$ cat src/rtl/can_rx_fifo.sv
// can_rx_fifo: acceptance-filtered receive frame FIFO with a 32-bit register window
// Ports:
//   clk, reset                 clock, asynchronous active-high reset
//   frm_valid/id/ext/rtr/dlc/data  completed CRC-good frame from the CAN receiver
//   cs, we, rs, d              register access (rs selects one of 8 32-bit registers)
//   q                          combinational read data, 0 unless cs & ~we
//   irq                        level interrupt: non-empty and/or overflow, gated by irqen
module can_rx_fifo #(
  parameter int DEPTH = 4,
  parameter int AW = 2
) (
  input  logic        clk,
  input  logic        reset,
  input  logic        frm_valid,
  input  logic [28:0] frm_id,
  input  logic        frm_ext,
  input  logic        frm_rtr,
  input  logic [3:0]  frm_dlc,
  input  logic [63:0] frm_data,
  input  logic        cs,
  input  logic        we,
  input  logic [2:0]  rs,
  input  logic [31:0] d,
  output logic [31:0] q,
  output logic        irq
);
  localparam int CW = AW + 1;
  // frame word layout: {ext, rtr, dlc[3:0], id[28:0], data[63:0]}
  logic [98:0]   mem_q [DEPTH];
  logic [AW-1:0] rd_ptr_q, rd_ptr_d, wr_ptr_q, wr_ptr_d;
  logic [CW-1:0] count_q, count_d;
  logic          ovf_q, ovf_d;
  logic [1:0]    irqen_q, irqen_d;
  logic [28:0]   match_id_q, match_id_d, mask_id_q, mask_id_d;
  logic          match_ext_q, match_ext_d, mask_ext_q, mask_ext_d;
  logic          acc, wr_ctl, pop, push, ovf_evt, empty, full;
  logic [98:0]   head;
  logic          unused;
  assign unused = d[29];
  assign empty = count_q == '0;
  assign full = count_q == CW'(DEPTH);
  assign acc = (((frm_id ^ match_id_q) & mask_id_q) == '0) && (!mask_ext_q || frm_ext == match_ext_q);
  assign wr_ctl = cs & we & (rs == 3'd3);
  assign pop = wr_ctl & d[8] & ~empty;
  // a pop in the same cycle frees the slot, so a full FIFO still accepts the frame
  assign push = frm_valid & acc & (~full | pop);
  assign ovf_evt = frm_valid & acc & full & ~pop;
  assign head = empty ? '0 : mem_q[rd_ptr_q];
  assign irq = (irqen_q[0] & ~empty) | (irqen_q[1] & ovf_q);
  always_comb begin
    rd_ptr_d = pop ? rd_ptr_q + AW'(1) : rd_ptr_q;
    wr_ptr_d = push ? wr_ptr_q + AW'(1) : wr_ptr_q;
    count_d = count_q + CW'(push) - CW'(pop);
    // an overflow in the same cycle as a clear keeps the flag set
    ovf_d = ovf_evt ? 1'b1 : (wr_ctl & d[9]) ? 1'b0 : ovf_q;
    irqen_d = wr_ctl ? d[31:30] : irqen_q;
    match_id_d = (cs & we & rs == 3'd4) ? d[28:0] : match_id_q;
    match_ext_d = (cs & we & rs == 3'd4) ? d[31] : match_ext_q;
    mask_id_d = (cs & we & rs == 3'd5) ? d[28:0] : mask_id_q;
    mask_ext_d = (cs & we & rs == 3'd5) ? d[31] : mask_ext_q;
  end
  always_comb begin
    q = '0;
    if (cs & ~we)
      case (rs)
        3'd0: q = {head[98:97], 1'b0, head[92:64]};
        3'd1: q = head[31:0];
        3'd2: q = head[63:32];
        3'd3: q = {irqen_q, 9'b0, 5'(count_q), 6'b0, ovf_q, full, empty, 3'b0, head[96:93]};
        3'd4: q = {match_ext_q, 2'b0, match_id_q};
        3'd5: q = {mask_ext_q, 2'b0, mask_id_q};
        default: q = '0;
      endcase
  end
  always_ff @(posedge clk or posedge reset)
    if (reset) begin
      rd_ptr_q <= '0;
      wr_ptr_q <= '0;
      count_q <= '0;
      ovf_q <= 1'b0;
      irqen_q <= '0;
      match_id_q <= '0;
      match_ext_q <= 1'b0;
      mask_id_q <= '0;
      mask_ext_q <= 1'b0;
    end else begin
      rd_ptr_q <= rd_ptr_d;
      wr_ptr_q <= wr_ptr_d;
      count_q <= count_d;
      ovf_q <= ovf_d;
      irqen_q <= irqen_d;
      match_id_q <= match_id_d;
      match_ext_q <= match_ext_d;
      mask_id_q <= mask_id_d;
      mask_ext_q <= mask_ext_d;
    end
  always_ff @(posedge clk)
    if (push) mem_q[wr_ptr_q] <= {frm_ext, frm_rtr, frm_dlc, frm_id, frm_data};
endmodule
$ cat config.mk
export PLATFORM = sky130hd
export DESIGN_NAME = can_rx_fifo
export DESIGN_NICKNAME = d
export VERILOG_FILES = /design/src/rtl/can_rx_fifo.sv
export SDC_FILE = /design/constraint.sdc
export NUM_CORES = 1
export LEC_CHECK = 0
export BUFFER_PORTS_ARGS = -buffer_cell sky130_fd_sc_hd__buf_2
export CAP_MARGIN = 20
export CORE_MARGIN = 2
export CORE_UTILIZATION = 64
export CTS_BUF_LIST = sky130_fd_sc_hd__clkbuf_16
export DETAILED_ROUTE_END_ITERATION = 10
export PLACE_DENSITY = 0.85
export SKIP_LAST_GASP = 1
export SLEW_MARGIN = 20
export SYNTH_ARGS = -nofsm -noshare
export SYNTH_HDL_FRONTEND = slang
export SYNTH_SLANG_ARGS = --single-unit
$ cat constraint.sdc
create_clock -name clk -period 4.9 [get_ports clk]
set_clock_uncertainty 0.05 [all_clocks]
set_input_delay 0.98 -clock clk [delete_from_list [all_inputs] [get_ports clk]]
set_output_delay 0.98 -clock clk [all_outputs]
set_load 0.02 [all_outputs]
==> results of run 1 <==
[per-layer routing]
metal | share of wire, % | up-vias | GRT usage [%] | wire, um
met2 | 50 | 551 | 45.6 | 21300
met5 | 0.15 | - | 0 | 64
li1 | - | 4303 | - | -
met4 | 2.2 | 10 | 8.78 | 917
met3 | 10 | 91 | 6.46 | 4250
met1 | 37 | 5241 | 38.4 | 15800
[metrics by stage]
stage | cells | hold slack (ns)
2_1_floorplan | 955 | 0.407
3_3_place_gp | 1495 | 0.436
3_5_place_dp | 1495 | 0.446
4_1_cts | 1576 | 0.461
5_1_grt | 1584 | 0.478
6_report | 1591 | 0.457
[power by group]
part | switching, mW | internal [mW] | leakage [nW]
Clock | 1.41 | 1.85 | 0.728
Sequential | 0.256 | 4.47 | 4.41
Combinational | 0.893 | 1.03 | 2.65
Total | 2.56 | 7.36 | 7.79
[logic make-up after synthesis]
group / synth area share [%]
flip-flops: 72.0
multiplexers: 18.9
AND/OR/NAND/NOR: 2.60
AO/OA/AOI/OAI: 2.66
buffers and inverters: 1.70
XOR/XNOR: 1.62
adder cells (fa/ha/maj): 0.502
[sequential cells by signal, indices dropped and copies added (netlist names)]
name / count
rd_ptr_q: 2
irqen_q: 2
ovf_q: 1
mask_id_q: 29
count_q: 3
mask_ext_q: 1
mem_q: 396
wr_ptr_q: 2
match_ext_q: 1
match_id_q: 29
[final cells by class]
type	instances	share of cell area (%)
flip-flops and latches	466	62.5
clock inverters	35	1.05
inverters	6	0.103
multi-input cells	432	22.9
diodes	14	0.160
repair buffers	208	5.77
well taps	384	2.20
clock buffers	46	5.27
[how the worst max path moves through the flow]
| stage | startpoint | endpoint | slack, ns | cells after the start |
|---|---|---|---|---|
| 2_1_floorplan | frm_id[17] | mem_q[0][0]$_DFFE_PP_ | 1.14 | 5 |
| 3_3_place_gp | rs[1] | q[31] | 1.02 | 7 |
| 3_5_place_dp | rs[1] | q[31] | 0.99 | 7 |
| 4_1_cts | rd_ptr_q[0]$_DFFE_PP0N_ | q[5] | 0.48 | 6 |
| 5_1_grt | rd_ptr_q[0]$_DFFE_PP0N_ | q[5] | 0.36 | 6 |
| 6_report | rd_ptr_q[0]$_DFFE_PP0N_ | q[5] | 0.52 | 6 |
[layout by cell type (no fill, tap or decap), types with 6 or more instances in the layout]
master	synthesis	layout
ha_1	6	6
a221oi_1	19	19
buf_4	2	30
mux2_2	89	89
clkinv_1	0	7
clkbuf_16	0	46
diode_2	0	14
a222oi_1	7	7
a21oi_1	7	7
buf_2	18	169
nand2_1	23	23
edfxtp_1	396	396
buf_12	2	8
nor2_1	57	56
mux2i_1	30	30
inv_1	6	19
xor2_1	31	31
mux4_2	94	94
dfrtp_1	70	68
a22oi_1	18	18
==> results.yml, run 1 <==
status:
  outcome: "finished, final reports clean"
cells_and_area:
  seqCellArea_um2: 13700
  area_growth_pct: 15.3
  nets: 1305
  fillers: 1535
  final_core_util_pct: 75.5
  drive_gt1_share_pct: 39.3
  stdcell_area_um2: 21800
  multiInputGateArea_um2: 5000
worst_setup_path:
  rr_worst_depth: 12
  worstPathCellList: "buf_4, mux4_1, mux2_2, a221oi_1, nor2_1, buf_2"
  timing.rr.start: "match_id_q[11]$_DFFE_PP0P_"
  crit_family: "multiplexers"
  path_buf_inv: 2
  regToRegEndpoint: "count_q[2]$_DFF_PP0_"
  cpMaxStageDelayCell: "dfrtp_4"
  crit_fanout: 31
  required_ns: 3.87
  startpoint_type: "flip-flop"
  critPathKind: "flip-flop to primary output"
  cp_slowest_stage_delay_ns: 0.84
  arrival_ns: 3.35
  r2r_slack_ns: 1.62
  end_kind: "primary output"
power_and_ir_drop:
  ir_drop_mv: 0.336
  power_density_nw_per_um2: 454
  p_leak_nw: 7.79
  total_power_mw: 9.92
timing:
  rsz0062_at_grt: "no"
  timing.final.ws_setup_ns: 0.515
  setup_tns_ns: 0
  worstMarginPinSlew_ns: 0.747
  finalMaxSlewViolations: 0
  fmax_mhz: 228
  setup_violations: 0
  slew_headroom_pct: 50.1
  min_period_over_period_pct: 89.5
  fin_crit_ns: 4.38
  finalHoldViolCount: 0
drt:
  detail_route.first_pass.iterations: 6
  num_vias: 10200
  vias_per_cell: 6.41
  drcViolationCount: 0
  drt-wirelength-per-cell_um: 26.6
  detail-route-antenna-nets: 0
  drt-initial-drc-count: 1299
  wl_um: 42300
cts:
  clk_latency_ns: 0.54
  cts_root_buf: "clkbuf_16"
  htree_levels: 2
  clk_path_buf_depth: 3
  cts_hold_repair.buffers: 0
  post-cts-setup-buffers: 0
  cts_tree: "yes"
  cts_buffers: 45
  cts_sinks: 466
  path_clk_slew_ns: 0.07
  ctsResizeCount: 0
logic_synthesis:
  ys.warnings.count: 0
  synth_cell_types: 45
  syn_avg_cell_area_um2: 19.8
  synth_flop_cell: "edfxtp_1"
  syn_nets: 1101
  synth_most_common_cell: "edfxtp_1"
  synth_top_area_share_pct: 62.8
  async_flop_share_pct: 15.0
  yosysTopAreaCell: "edfxtp_1"
  synth_commonest_cells: "edfxtp_1, mux4_2, mux2_2"
  synth-seq-cells: 466
  netlist_area_um2: 18900
  ys_seq_area_share_pct: 72.0
  ys_top_cells_by_area: "edfxtp_1, mux4_2, dfrtp_1"
  synth_edf_count: 396
  syn_inst: 955
flow_run:
  drv_cap: 0
global_routing:
  antenna_found_initial: 18
  grt_pass1_wl_um: 63400
  overflow: 0
  grt_start_max_net_pins: 53
  grt_pass1_vias: 10600
  track_usage_pct: 28.0
die:
  coreArea_um2: 28900
  start_util_pct: 65.5
  die-area_um2: 31000
  die_w_um: 176
  die_h_um: 176
  row_count: 62
  num_io_pins: 172
place:
  gp_congestion: 0.894
  port_buffers: 170
  dpl.hpwl_um: 26700
  post-place-ws_ns: 0.990
  postPlaceCellArea_um2: 20400
hold_path:
  hp-class: "primary input to asynchronous set/reset pin"
Note: power is estimated with default switching activity, not from simulation.
==> inputs of run 2 (changes only) <==
--- a/config.mk
+++ b/config.mk
@@ -8,10 +8,8 @@
 export BUFFER_PORTS_ARGS = -buffer_cell sky130_fd_sc_hd__buf_2
 export CAP_MARGIN = 20
 export CORE_MARGIN = 2
-export CORE_UTILIZATION = 64
-export CTS_BUF_LIST = sky130_fd_sc_hd__clkbuf_16
+export CORE_UTILIZATION = 30
 export DETAILED_ROUTE_END_ITERATION = 10
-export PLACE_DENSITY = 0.85
 export SKIP_LAST_GASP = 1
 export SLEW_MARGIN = 20
 export SYNTH_ARGS = -nofsm -noshare
==> constraint.sdc (replaced) <==
create_clock -name clk -period 4 [get_ports clk]
set_clock_uncertainty 0.05 [all_clocks]
set_input_delay 0.8 -clock clk [delete_from_list [all_inputs] [get_ports clk]]
set_output_delay 0.8 -clock clk [all_outputs]
set_load 0.02 [all_outputs]
==> results.yml, run 2 (same netlist as run 1, synthesis figures left out) <==
status:
  outcome: "finished, final reports clean"
power_and_ir_drop:
  clock_power_share_pct: 35.9
  switching_power_mw: 3.31
  ir_drop_mv: 0.374
  total_power_mw: 12.9
  p_leak_nw: 7.93
  combPwrFrac_pct: 19.5
  intPower_mw: 9.59
  swShare_pct: 25.7
  p_seq_share_pct: 44.5
  power_density_nw_per_um2: 566
cells_and_area:
  top_register: "mem_q"
  nets: 1320
  largest_register_ffs: 396
  layout_commonest_cell: "edfxtp_1"
  mostFrequentLayoutCells: "edfxtp_1, buf_2, mux4_2, mux2_2, dfrtp_1"
  top_regs: "mem_q: 396 flops, mask_id_q: 29 flops, match_id_q: 29 flops"
  area_growth_pct: 20.4
  stdcell_area_um2: 22800
  drive_gt1_share_pct: 40.6
worst_setup_path:
  startpoint_type: "flip-flop"
  arrival_ns: 3.10
  r2r_slack_ns: 1.05
  required_ns: 3.15
  cpMaxStageDelayCell: "dfrtp_4"
  critPathKind: "flip-flop to primary output"
  timing.rr.start: "match_id_q[14]$_DFFE_PP0P_"
  rr_worst_depth: 12
  regToRegEndpoint: "count_q[2]$_DFF_PP0_"
  crit_fanout: 13
  end_kind: "primary output"
  crit_family: "multiplexers"
  worstPathCellList: "mux4_1, mux2_2, a221oi_1, nor2_1, buf_2"
  path_buf_inv: 1
  cp_slowest_stage_delay_ns: 0.68
timing:
  hold_ws_ns: 0.146
  setup_violations: 0
  fin_crit_ns: 3.95
  slew_headroom_pct: 51.8
  rsz0062_at_grt: "no"
  worstMarginPinSlew_ns: 0.722
  setup_tns_ns: 0
  finalMaxSlewViolations: 0
  timing.final.ws_setup_ns: 0.0489
  fmax_mhz: 253
  finalHoldViolCount: 0
  min_period_over_period_pct: 98.8
place:
  post-place-ws_ns: 0.434
  dpl.hpwl_um: 32200
  gp_congestion: 0.758
  postPlaceCellArea_um2: 21100
  port_buffers: 170
cts:
  cts_sinks: 466
  htree_levels: 2
  clk_latency_ns: 0.59
  clk_path_buf_depth: 3
  cts_buffers: 51
  path_clk_slew_ns: 0.06
  cts_tree: "yes"
  cts_root_buf: "clkbuf_16"
global_routing:
  track_usage_pct: 14.9
  grt_pass1_vias: 10300
  antenna_found_initial: 13
  grt_pass1_wl_um: 69900
  overflow: 0
  grt_start_max_net_pins: 51
die:
  die-area_um2: 65200
  row_count: 92
  coreArea_um2: 62700
  die_w_um: 255
  start_util_pct: 30.2
  die_h_um: 255
  num_io_pins: 172
drt:
  vias_per_cell: 4.77
  wl_um: 48400
  drcViolationCount: 0
  detail_route.first_pass.iterations: 6
  num_vias: 9860
  drt-wirelength-per-cell_um: 23.4
  drt-initial-drc-count: 749
  detail-route-antenna-nets: 0
hold_path:
  hp-class: "primary input to asynchronous set/reset pin"
flow_run:
  drv_cap: 0
==> run 2: power groups by stage <==
| stage | Clock, mW | Combinational, mW | Sequential (mW) |
|---|---|---|---|
| 3_3_place_gp | 0 | 2.48 | 5.87 |
| 2_1_floorplan | 0 | 1.90 | 5.71 |
| 6_report | 4.63 | 2.52 | 5.74 |
| 3_5_place_dp | 0 | 2.51 | 5.88 |
| 5_1_grt | 4.96 | 2.74 | 5.78 |
| 4_1_cts | 4.76 | 2.59 | 5.75 |
==> run 2: worst max path at each step <==
stage / from / end / slack (ns) / cells after the start
floorplan: frm_id[17] / mem_q[0][0]$_DFFE_PP_ / 0.42 / 5
global placement: frm_id[10] / count_q[2]$_DFF_PP0_ / 0.42 / 13
detailed placement: rs[1] / count_q[2]$_DFF_PP0_ / 0.43 / 13
CTS: rd_ptr_q[1]$_DFFE_PP0N_ / q[11] / 0.07 / 7
global route: rd_ptr_q[0]$_DFFE_PP0N_ / q[31] / 0.004 / 7
finish: rd_ptr_q[0]$_DFFE_PP0N_ / q[5] / 0.05 / 5
==> run 2: metrics by stage <==
step,utilization (%),std cells
global route,36.3,2061
detailed placement,33.6,1965
floorplan,-,955
finish,36.3,2066
global placement,33.6,1965
CTS,36.3,2060
==> run 2: layout make-up <==
cell class	count	area, um^2
clock buffers	64	1340
fillers	5893	39900
diodes	5	12.5
flip-flops and latches	466	13700
clock inverters	30	308
well taps	846	1060
inverters	6	23.8
multi-input cells	432	5000
repair buffers	217	1410
==> run 2: routing by layer <==
layer	vias to the layer above	share of wire (%)	GRT usage, %
li1	4325	-	-
met1	5179	42	20.2
met2	271	48	24.0
met3	71	7.6	3.82
met4	14	1.7	3.79
met5	-	0.18	0
==> run 2: repair_timing <==
| item | 4_1_cts | 5_1_grt |
|---|---|---|
| setup buffers | 1 | 0 |
| hold buffers | 0 | 0 |
| cloned | 0 | 0 |
| resized for setup | 0 | 1 |
| endpoints found under the setup margin | 5 | 3 |
==> inputs of run 3 (changes only) <==
--- a/config.mk
+++ b/config.mk
@@ -8,8 +8,9 @@
 export BUFFER_PORTS_ARGS = -buffer_cell sky130_fd_sc_hd__buf_2
 export CAP_MARGIN = 20
 export CORE_MARGIN = 2
-export CORE_UTILIZATION = 30
+export CORE_UTILIZATION = 50
 export DETAILED_ROUTE_END_ITERATION = 10
+export PLACE_DENSITY = 0.72
 export SKIP_LAST_GASP = 1
 export SLEW_MARGIN = 20
 export SYNTH_ARGS = -nofsm -noshare
==> constraint.sdc (replaced) <==
create_clock -name clk -period 3.6 [get_ports clk]
set_clock_uncertainty 0.05 [all_clocks]
set_input_delay 0.72 -clock clk [delete_from_list [all_inputs] [get_ports clk]]
set_output_delay 0.72 -clock clk [all_outputs]
set_load 0.02 [all_outputs]
==> results.yml, run 3 (same netlist as run 1, synthesis figures left out) <==
status:
  outcome: "finished, final reports clean"
timing:
  finalMaxSlewViolations: 0
  min_period_over_period_pct: 98.6
  worstMarginPinSlew_ns: 0.696
  setup_violations: 0
  fmax_mhz: 282
  slew_headroom_pct: 53.6
  fin_crit_ns: 3.55
  finalHoldViolCount: 0
  rsz0062_at_grt: "yes"
  timing.final.ws_setup_ns: 0.0520
place:
  port_buffers: 170
  dpl.cell_count: 1629
  gp_congestion: 0.822
  dpl.hpwl_um: 27500
  post-place-ws_ns: 0.140
power_and_ir_drop:
  p_leak_nw: 8.07
  ir_drop_mv: 0.449
  power_density_nw_per_um2: 631
global_routing:
  overflow: 0
  grt_pass1_vias: 10300
  grt_start_max_net_pins: 58
  track_usage_pct: 22.4
  antenna_found_initial: 15
  grt_pass1_wl_um: 64100
cells_and_area:
  top_register: "mem_q"
  largest_register_ffs: 396
  top_regs: "mem_q: 396 flops, mask_id_q: 29 flops, match_id_q: 29 flops"
  drive_gt1_share_pct: 41.9
  nets: 1344
  fillers: 2788
  layout_commonest_cell: "edfxtp_1"
  layout.cells.non_filler: 1761
  mostFrequentLayoutCells: "edfxtp_1, buf_2, mux4_2, mux2_2, dfrtp_1"
  area_growth_pct: 19.8
flow_run:
  drv_cap: 0
worst_setup_path:
  arrival_ns: 2.78
  critPathKind: "flip-flop to primary output"
  crit_fanout: 8
  startpoint_type: "flip-flop"
  end_kind: "primary output"
  required_ns: 2.83
cts:
  cts_root_buf: "clkbuf_16"
  cts_tree: "yes"
  cts_buffers: 47
  htree_levels: 2
  clk_path_buf_depth: 3
  cts_sinks: 466
  path_clk_slew_ns: 0.06
  clk_latency_ns: 0.55
die:
  die_h_um: 199
  die-area_um2: 39500
  num_io_pins: 172
  coreArea_um2: 37500
  start_util_pct: 50.5
  die_w_um: 199
  row_count: 71
drt:
  wl_um: 43700
  num_vias: 10100
  detail-route-antenna-nets: 0
  vias_per_cell: 5.75
  drt-initial-drc-count: 932
  drt-wirelength-per-cell_um: 24.8
  detail_route.first_pass.iterations: 5
  drcViolationCount: 0
hold_path:
  hp-class: "primary input to asynchronous set/reset pin"
## run 3: cell types whose count changed in the layout (fill, tap and decap cells not counted), moves of 2 or more
cell and change:
clkbuf_1 +5, buf_12 +9, a22oi_1 -2, clkinvlp_4 -2, bufinv_16 -5, diode_2 +9
clkinv_2 -7, a22oi_2 +2, buf_4 +15, clkbuf_8 +7, a221oi_1 -4, a221oi_2 +4
## run 3: worst paths after layout
kind | start | endpoint | slack [ns] | depth (start not counted)
worst max-delay path | rd_ptr_q[0]$_DFFE_PP0N_ | q[16] | 0.05 | 8
worst min register to register | ovf_q$_DFFE_PP0P_ | ovf_q$_DFFE_PP0P_ | 0.48 | 2
max in group asynchronous | reset | rd_ptr_q[1]$_DFFE_PP0N_ | 2.60 | 3
worst max register to register | match_id_q[17]$_DFFE_PP0P_ | count_q[2]$_DFF_PP0_ | 0.58 | 12
min in group clk | frm_data[41] | mem_q[3][41]$_DFFE_PP_ | 0.33 | 1
worst min-delay path | reset | match_id_q[1]$_DFFE_PP0P_ | 0.21 | 2
## run 3: area by class of cell
type                            instances  area, um^2  share of cell area [%]
Inverter                                6        23.8                   0.105
Sequential cell                       466       13700                    60.2
Clock buffer                           74        1400                    6.17
Clock inverter                         13        86.3                   0.381
Antenna cell                           14        35.0                   0.154
Multi-Input combinational cell        432        5050                    22.3
Timing Repair Buffer                  245        1790                    7.91
Tap cell                              511         639                    2.82
## run 3: power by group
part	total (mW)	switching, mW	internal (mW)	leakage [nW]
registers	6.34	0.243	6.09	4.41
logic	3.31	1.46	1.85	2.93
clock network	4.67	1.93	2.73	0.729
## run 3: per-layer routing
layer | global-route usage (%) | wire [um]
met1 | 30.8 | 18200
met2 | 36.3 | 21300
met3 | 5.58 | 3430
met4 | 5.64 | 790
met5 | 0 | 32
## run 3: critical path: stages, from the launching register on
cell and delay, ns:
dfrtp_4 0.43, buf_12 0.16, clkbuf_16 0.17, mux4_2 0.52, a22oi_2 0.21, nand2_1 0.08
a222oi_1 0.33, nor2_1 0.13, buf_2 0.18
## run 3: per-stage QoR
stage | util (%) | setup TNS [ns] | area [um^2] | total power [mW] | hold WS, ns
2_1_floorplan | - | 0 | 18900 | 8.45 | 0.407
6_report | 60.5 | 0 | 22700 | 14.3 | 0.206
5_1_grt | 60.4 | -0.107 | 22700 | 14.9 | 0.249
3_5_place_dp | 55.3 | 0 | 20700 | 9.26 | 0.456
4_1_cts | 59.7 | -0.0453 | 22400 | 14.2 | 0.214
3_3_place_gp | 55.3 | 0 | 20700 | 9.21 | 0.450
## run 3: what timing repair did
| item | in CTS | in global routing |
|---|---|---|
| setup endpoints to repair | 19 | 20 |
| gates cloned | 2 | 1 |
| setup buffers | 7 | 22 |
| hold buffers | 0 | 0 |
| gates resized for setup | 5 | 10 |
